$ cat config.mk
export PLATFORM = sky130hd
export DESIGN_NAME = regwrite_trace_fifo
export DESIGN_NICKNAME = d
export VERILOG_FILES = /design/src/rtl/regwrite_trace_fifo.sv
export SDC_FILE = /design/constraint.sdc
export NUM_CORES = 1
export LEC_CHECK = 0
export ABC_CLOCK_PERIOD_IN_PS = 7300
export CAP_MARGIN = 5
export CORE_UTILIZATION = 52
export CTS_BUF_LIST = sky130_fd_sc_hd__clkbuf_16
export CTS_CLUSTER_SIZE = 20
export DETAILED_ROUTE_END_ITERATION = 8
export GPL_TIMING_DRIVEN = 0
export HOLD_SLACK_MARGIN = 0.03
export PLACE_DENSITY_LB_ADDON = 0.2
export SETUP_SLACK_MARGIN = 0.1
export SLEW_MARGIN = 20
export SYNTH_ARGS = -nofsm -noshare
export SYNTH_HDL_FRONTEND = slang
export SYNTH_SLANG_ARGS = --single-unit
$ cat constraint.sdc
create_clock -name clk -period 7.3 [get_ports clk]
set_clock_uncertainty 0.15 [all_clocks]
set_input_delay 1.46 -clock clk [delete_from_list [all_inputs] [get_ports clk]]
set_output_delay 1.46 -clock clk [all_outputs]
set_load 0.005 [all_outputs]
$ cat src/rtl/regwrite_trace_fifo.sv
// Trace FIFO for register-file writes: records (register, value, cycle stamp) for masked
// registers and drains them over a show-ahead valid/ready stream.
module regwrite_trace_fifo #(
    parameter int DEPTH   = 8,
    parameter int ADDR_W  = 5,
    parameter int DATA_W  = 32,
    parameter int STAMP_W = 16
) (
    input  logic                       clk,
    input  logic                       reset,
    input  logic                       wr_en,
    input  logic [ADDR_W-1:0]          wr_addr,
    input  logic [DATA_W-1:0]          wr_data,
    input  logic [31:0]                trace_mask,
    input  logic                       clear,
    output logic                       trace_valid,
    input  logic                       trace_ready,
    output logic [ADDR_W-1:0]          trace_addr,
    output logic [DATA_W-1:0]          trace_data,
    output logic [STAMP_W-1:0]         trace_stamp,
    output logic [$clog2(DEPTH):0]     count,
    output logic                       overflow,
    output logic [7:0]                 drop_count
);

    localparam int PTR_W = $clog2(DEPTH);
    localparam int CNT_W = PTR_W + 1;

    logic [ADDR_W-1:0]  mem_addr  [DEPTH];
    logic [DATA_W-1:0]  mem_data  [DEPTH];
    logic [STAMP_W-1:0] mem_stamp [DEPTH];

    logic [PTR_W-1:0]   rd_ptr;
    logic [PTR_W-1:0]   wr_ptr;
    logic [STAMP_W-1:0] stamp;
    logic               push_req;
    logic               pop;
    logic               full;
    logic               push;
    logic               drop;

    assign push_req    = wr_en & trace_mask[wr_addr] & (wr_addr != '0);
    assign trace_valid = (count != '0);
    assign pop         = trace_valid & trace_ready;
    assign full        = (count == CNT_W'(DEPTH));
    // A pop frees the head slot on the same edge, so a full FIFO can still accept.
    assign push        = push_req & (~full | pop);
    assign drop        = push_req & full & ~pop;

    // Head record is masked while empty so stale entries never leak onto the stream.
    assign trace_addr  = trace_valid ? mem_addr[rd_ptr]  : '0;
    assign trace_data  = trace_valid ? mem_data[rd_ptr]  : '0;
    assign trace_stamp = trace_valid ? mem_stamp[rd_ptr] : '0;

    always_ff @(posedge clk or posedge reset) begin
        if (reset) begin
            stamp <= '0;
        end else begin
            stamp <= stamp + STAMP_W'(1);
        end
    end

    always_ff @(posedge clk) begin
        if (push && !clear) begin
            mem_addr[wr_ptr]  <= wr_addr;
            mem_data[wr_ptr]  <= wr_data;
            mem_stamp[wr_ptr] <= stamp;
        end
    end

    always_ff @(posedge clk or posedge reset) begin
        if (reset) begin
            rd_ptr     <= '0;
            wr_ptr     <= '0;
            count      <= '0;
            overflow   <= 1'b0;
            drop_count <= '0;
        end else if (clear) begin
            rd_ptr     <= '0;
            wr_ptr     <= '0;
            count      <= '0;
            overflow   <= 1'b0;
            drop_count <= '0;
        end else begin
            if (push) begin
                wr_ptr <= wr_ptr + PTR_W'(1);
            end
            if (pop) begin
                rd_ptr <= rd_ptr + PTR_W'(1);
            end
            case ({push, pop})
                2'b10:   count <= count + CNT_W'(1);
                2'b01:   count <= count - CNT_W'(1);
                default: count <= count;
            endcase
            if (drop) begin
                overflow <= 1'b1;
                if (drop_count != 8'hFF) begin
                    drop_count <= drop_count + 8'd1;
                end
            end
        end
    end

endmodule

# Word level (Yosys, flattened, before mapping)
# Memories as Yosys holds them, arrays and structs flattened.
# Cells that the tools add are included.
# W data, S select, Z words.
[totals]
romBits = 0
mem_bits_rw = 424
inputBits = 74
memories = 3
latchBits = 0
ff_bits = 35
[memory_table]
columns = ["name", "depth", "width", "rd", "rd_ports_with_merged_regs", "wr", "line_no", "text"]
rows = [
  ["mem_data", 8, 32, 1, 0, 1, "30", "logic [DATA_W-1:0] mem_data [DEPTH];"],
  ["mem_stamp", 8, 16, 1, 0, 1, "31", "logic [STAMP_W-1:0] mem_stamp [DEPTH];"],
  ["mem_addr", 8, 5, 1, 0, 1, "29", "logic [ADDR_W-1:0] mem_addr [DEPTH];"],
]
[op_classes]
n_mux = 18
div = 0
n_bitwise = 9
n_mul = 0
reduce_logical = 10
shift = 0
eq_ne = 4
add_sub_neg = 6
n_lt_le_gt_ge = 1
[op_table]
columns = ["operator", "n"]
rows = [
  ["$mux W32", 1],
  ["$mux W8", 3],
  ["$add A16 B1 Y16 const B", 1],
  ["$mux W16", 1],
  ["$mux W3", 4],
  ["$add A8 B1 Y8 const B", 1],
  ["$ne A8 B8 Y1 const B", 1],
  ["$pmux W4 S2", 1],
  ["$reduce_bool A2 Y1", 4],
  ["$add A3 B1 Y3 const B", 2],
  ["$and A1 B1 Y1", 6],
  ["$lt A5 B6 Y1 const B", 1],
  ["$bmux W1 S5", 1],
  ["$mux W1", 5],
  ["$mux W5", 1],
  ["$reduce_bool A5 Y1", 1],
  ["$add A4 B1 Y4 const B", 1],
  ["$eq A4 B4 Y1 const B", 1],
  ["$mux W4", 1],
  ["$reduce_bool A4 Y1", 1],
  ["$sub A4 B1 Y4 const B", 1],
  ["$reduce_bool A3 Y1", 1],
  ["$eq A2 B1 Y1 const B", 1],
  ["$eq A2 B2 Y1 const B", 1],
  ["5 further kinds", 6],
]

# Depth between registers and ports, before layout
[depth]
depth_word = 8
ltp_mapped = 13

# Least setup slack after synthesis
# OpenSTA, ideal clock, no wires.
[synth_timing]
path_kind = "input to register"
startpoint = "input wr_addr[0]"
endpoint = "memory mem_addr[6][0] (enable)"
cell_stages = 9
path_buffers = 2
arrival_ns = 7.815
t_required_ns = 6.555
setup_slack_ns = -1.260
setup_time_ns = 0.595
path_cell_list = "buf_6 mux4_1 nor2_1 o32ai_2 o31ai_4 nor2b_2 buf_6 nand2_1 nor4_1"
[synth_via]
elab_chain_len = 8
[synth_lines]
columns = ["item", "line_no", "text"]
rows = [
  ["from (decl)", "12", "input logic [ADDR_W-1:0] wr_addr,"],
  ["$bmux W1 S5", "42", "assign push_req = wr_en & trace_mask[wr_addr] & (wr_addr != '0);"],
  ["$mux W1 (implied by the code)", "42", ""],
  ["$and A1 B1 Y1", "42", ""],
  ["$and A1 B1 Y1 (*)", "42", ""],
  ["$and A1 B1 Y1 (*)", "47", "assign push = push_req & (~full | pop);"],
  ["$logic_and A1 B1 Y1 (*)", "64", "if (push && !clear) begin"],
  ["$mux W1 (*)", "64", ""],
  ["$mux W1 (implied by the code) (*)", "65", "mem_addr[wr_ptr] <= wr_addr;"],
  ["to (decl)", "29", ""],
]
# Mark *: on every way between the ends. The rest lies on a longest branch, timed or not. The select of a mux whose other input is x is not followed.

# Final worst setup path
[layout_timing]
startpoint = "register rd_ptr[1]"
endpoint = "output trace_stamp[13]"
[layout_via]
elab_chain_len = 2
[layout_lines]
columns = ["item", "line_no", "text"]
rows = [
  ["from (decl)", "33", "logic [PTR_W-1:0] rd_ptr;"],
  ["from (signal assigned)", "89", "rd_ptr <= rd_ptr + PTR_W'(1);"],
  ["$mem_v2 Z8 W16", "n/a", ""],
  ["$mux W16", "53", "assign trace_stamp = trace_valid ? mem_stamp[rd_ptr] : '0;"],
  ["to (decl)", "20", "output logic [STAMP_W-1:0] trace_stamp,"],
]
# No other way between the ends.

==> summary.txt <==
Pwr
  – P_sw: about 1.8 mW
  – Pwr dens: 315 mW/mm2
  – Combinational Power Share: between 20% and 30%
  – Cell internal pwr: around 5.2 mW
  – Sequential Power Share: 42.2%
  – Total power: 6.96 mW
  – Clk pwr share: ~33%
  – Max VDD drop: ~0.25 mV
  – Switching share of power: 25.8%
  – Pleak: 7.24 nW

Floorplan
  – Row count: 68
  – Io pins: 141
  – Die Ht: ~190 um
  – Die X: approximately 190 um
  – Initial Util: 52.7%
  – Die ar.: about 0.036 mm2
  – CORE AREA: 0.0345 mm2

Synthesis
  – Seq cells post-synth: between 400 and 500
  – Post-synth top flop: edfxtp_1
  – Mapped Area: between 0.015 and 0.02 mm2
  – Post-synthesis cell type count: 53
  – Syn_nets: between 900 and 1000
  – Post-synth ARST share: roughly 7.6%
  – Mean Syn Cell Area: 20.7 um2
  – Seq/Total Area, Yosys: 74.9%
  – Post-synth EDFFs: 424
  – Synthesized instance count: 878
  – Synth Warn #: 0

Run
  – MaxCap Viol Count: 0

Clock network
  – CTS tree: done
  – CTS clock-pin slew for the worst setup and hold paths: 0.06 ns
  – Clock Latency Late Sink: 0.54 ns
  – Clock Root Buffer: clkbuf_16
  – Post-CTS Hold Buffers: 0
  – CTS buffer count: 46
  – Clock Tree Buf Depth: 3
  – CTS HTree Levels: 2
  – Setup bufs post-CTS: 0
  – Sink Count: 459
  – Post-CTS sizing: 0

Placed design
  – Port Buffers: 138
  – Final HPWL from detailed placement: 25000 um
  – Placed insts: around 1500
  – Final GP Congestion: ~0.76

Detailed routing
  – First-pass detailed-route iteration total: 5
  – DRC Markers: 0
  – Antenna-violating nets left: 0
  – 1st-iter DRT viols: 675
  – Vias: between 9000 and 10000
  – Routed WL: about 38000 um
  – Wire per inst: 23.5 um
  – Vias per inst: around 5.7

Setup path
  – Crit Reg-Reg Endpoint: mem_data[6][16]
  – Crit path launch type: register
  – Worst setup startpoint: rd_ptr[1]
  – Reg2Reg Depth: 9
  – Worst reg-to-reg setup slack: 4.15 ns
  – Reg2reg start: count[0]
  – Critical Path AT: 3.85 ns
  – CP max FO: 10
  – Crit path kind: reg2out
  – Worst setup EP type: output port
  – Worst Path Required: 5.69 ns

Global route
  – Total gr overflow: 0
  – GRT Util Overall: 22.0%
  – Largest net degree at the start of global routing: 35
  – Initial antenna violation count: 2
  – Number of global-route vias before repair: 9612
  – First-pass GRT wire length: 57900 um

Outcome
  – Status: completed

STA
  – Final Cycle Share: between 70% and 80%
  – Worst-Margin Slew: between 1 and 1.5 ns
  – Final Hold Fails: 0
  – Setup violations, final: 0
  – Relative slew slack: 32.7%
  – Achievable Freq: 183 MHz
  – Time the worst path needs with I/O delays and setup: around 5.5 ns
  – Hold slack: 0.353 ns
  – Unrepaired setup endpoints after global routing: false
  – Slew Viols, Final: 0

Cells and area
  – P&R area growth vs syn: 21.7%
  – Fin cells: 1611
  – Final nets: 1204
  – Commonest cells after routing, fill and taps aside: edfxtp_1, clkdlybuf4s50_1, mux4_2, nor2_1, mux2i_1
  – Fraction of layout cells with a size suffix above 1: 23.1%
  – Most common cell after layout, fill and taps aside: edfxtp_1

Worst hold path
  – Hold Crit Class: reg2reg
  – Worst hold endpoint: overflow
  – Hold_sp: overflow
  – Hold depth: 2
[layer usage]
| layer | track usage [%] | routed length, um |
|---|---|---|
| met4 | 5.27 | 652 |
| met3 | 3.35 | 2150 |
| met2 | 35.7 | 18800 |
| met5 | 0 | 0 |
| met1 | 31.7 | 16200 |
[power by group through the flow]
stage          registers (mW)  logic, mW  clock network, mW
2_1_floorplan            2.98      0.906                  0
3_3_place_gp             2.99       1.73                  0
3_5_place_dp             2.99       1.77                  0
4_1_cts                  2.94       1.78               2.33
5_1_grt                  2.94       1.89               2.43
6_report                 2.94       1.74               2.29
[cells by family (layout without fill, tap and decap cells)]
kind of cell	count (synthesis)	in the layout	synth area share [%]
xor+xnor	20	20	0.964
fa+ha+maj	7	7	0.524
flops	459	459	74.9
simple gates	150	150	4.13
buf+inv	47	324	1.13
compound gates	19	19	0.916
mux	176	176	17.4
other cells	0	1	0
[worst max path at each step]
| stage | cells after the start | endpoint | slack, ns |
|---|---|---|---|
| floorplan | 9 | mem_addr[6][0] | -1.26 |
| global placement | 10 | mem_data[2][13] | -7.34 |
| detailed placement | 15 | mem_data[2][14] | 1.80 |
| CTS | 7 | trace_stamp[13] | 1.75 |
| global route | 7 | trace_stamp[14] | 1.66 |
| finish | 7 | trace_stamp[13] | 1.84 |
[registers in the layout, summed over array words and instances (netlist names)]
name,cells
stamp,16
rd_ptr,3
wr_ptr,3
mem_data,256
mem_addr,40
overflow,1
count,4
mem_stamp,128
drop_count,8
[cells in the mapped netlist, types with 2 or more instances]
cell	count	share of area (%)
dfrtp_1	35	4.8
nor2b_1	8	0.28
mux4_1	4	0.58
ha_1	6	0.41
xor2_1	7	0.34
nor2_1	76	1.6
nand3b_1	2	0.083
nand2_1	16	0.33
nor4_1	3	0.10
mux2_2	6	0.37
and3_1	7	0.24
nor3_2	2	0.11
buf_1	14	0.29
edfxtp_1	424	70
clkbuf_1	20	0.41
a21oi_1	4	0.11
mux2i_1	57	3.1
mux2_1	3	0.19
nand3_1	7	0.19
o22ai_1	2	0.069
buf_6	3	0.19
o21ai_0	2	0.055
nand2b_1	2	0.069
mux4_2	106	13
nor2b_2	2	0.096
inv_1	5	0.10
nor3_1	8	0.22
buf_2	5	0.14
xnor2_1	13	0.63
nand4_1	4	0.14
and4_1	3	0.14
[worst max-delay path: stages, from the launching register on]
cell and delay [ns]:
dfrtp_1 0.35, clkbuf_1 0.44, clkbuf_1 0.61, clkbuf_1 0.73, mux4_2 0.41, mux2i_1 0.23, nor2_1 0.07, clkdlybuf4s50_1 0.47
[metrics by stage]
step | utilization, % | setup TNS (ns) | area (um2) | worst slack (ns)
2_1_floorplan | - | -133.59 | 18200 | -1.26
3_5_place_dp | 59.9 | 0 | 20600 | 1.80
5_1_grt | 64.2 | 0 | 22100 | 1.66
3_3_place_gp | 58.4 | -1693.88 | 20100 | -7.34
4_1_cts | 64.1 | 0 | 22100 | 1.75
6_report | 64.2 | 0 | 22100 | 1.84
[area by class of cell]
type                    count  area [um2]
diodes                      1        2.50
plain buffers              42         193
clock buffers              46        1150
clock inverters            34         313
fillers                  2418       12300
inverters                   5        18.8
multi-input cells         372        4400
flip-flops and latches    459       13600
well taps                 455         569
repair buffers            197        1850
(Power assumes the default switching activity.)
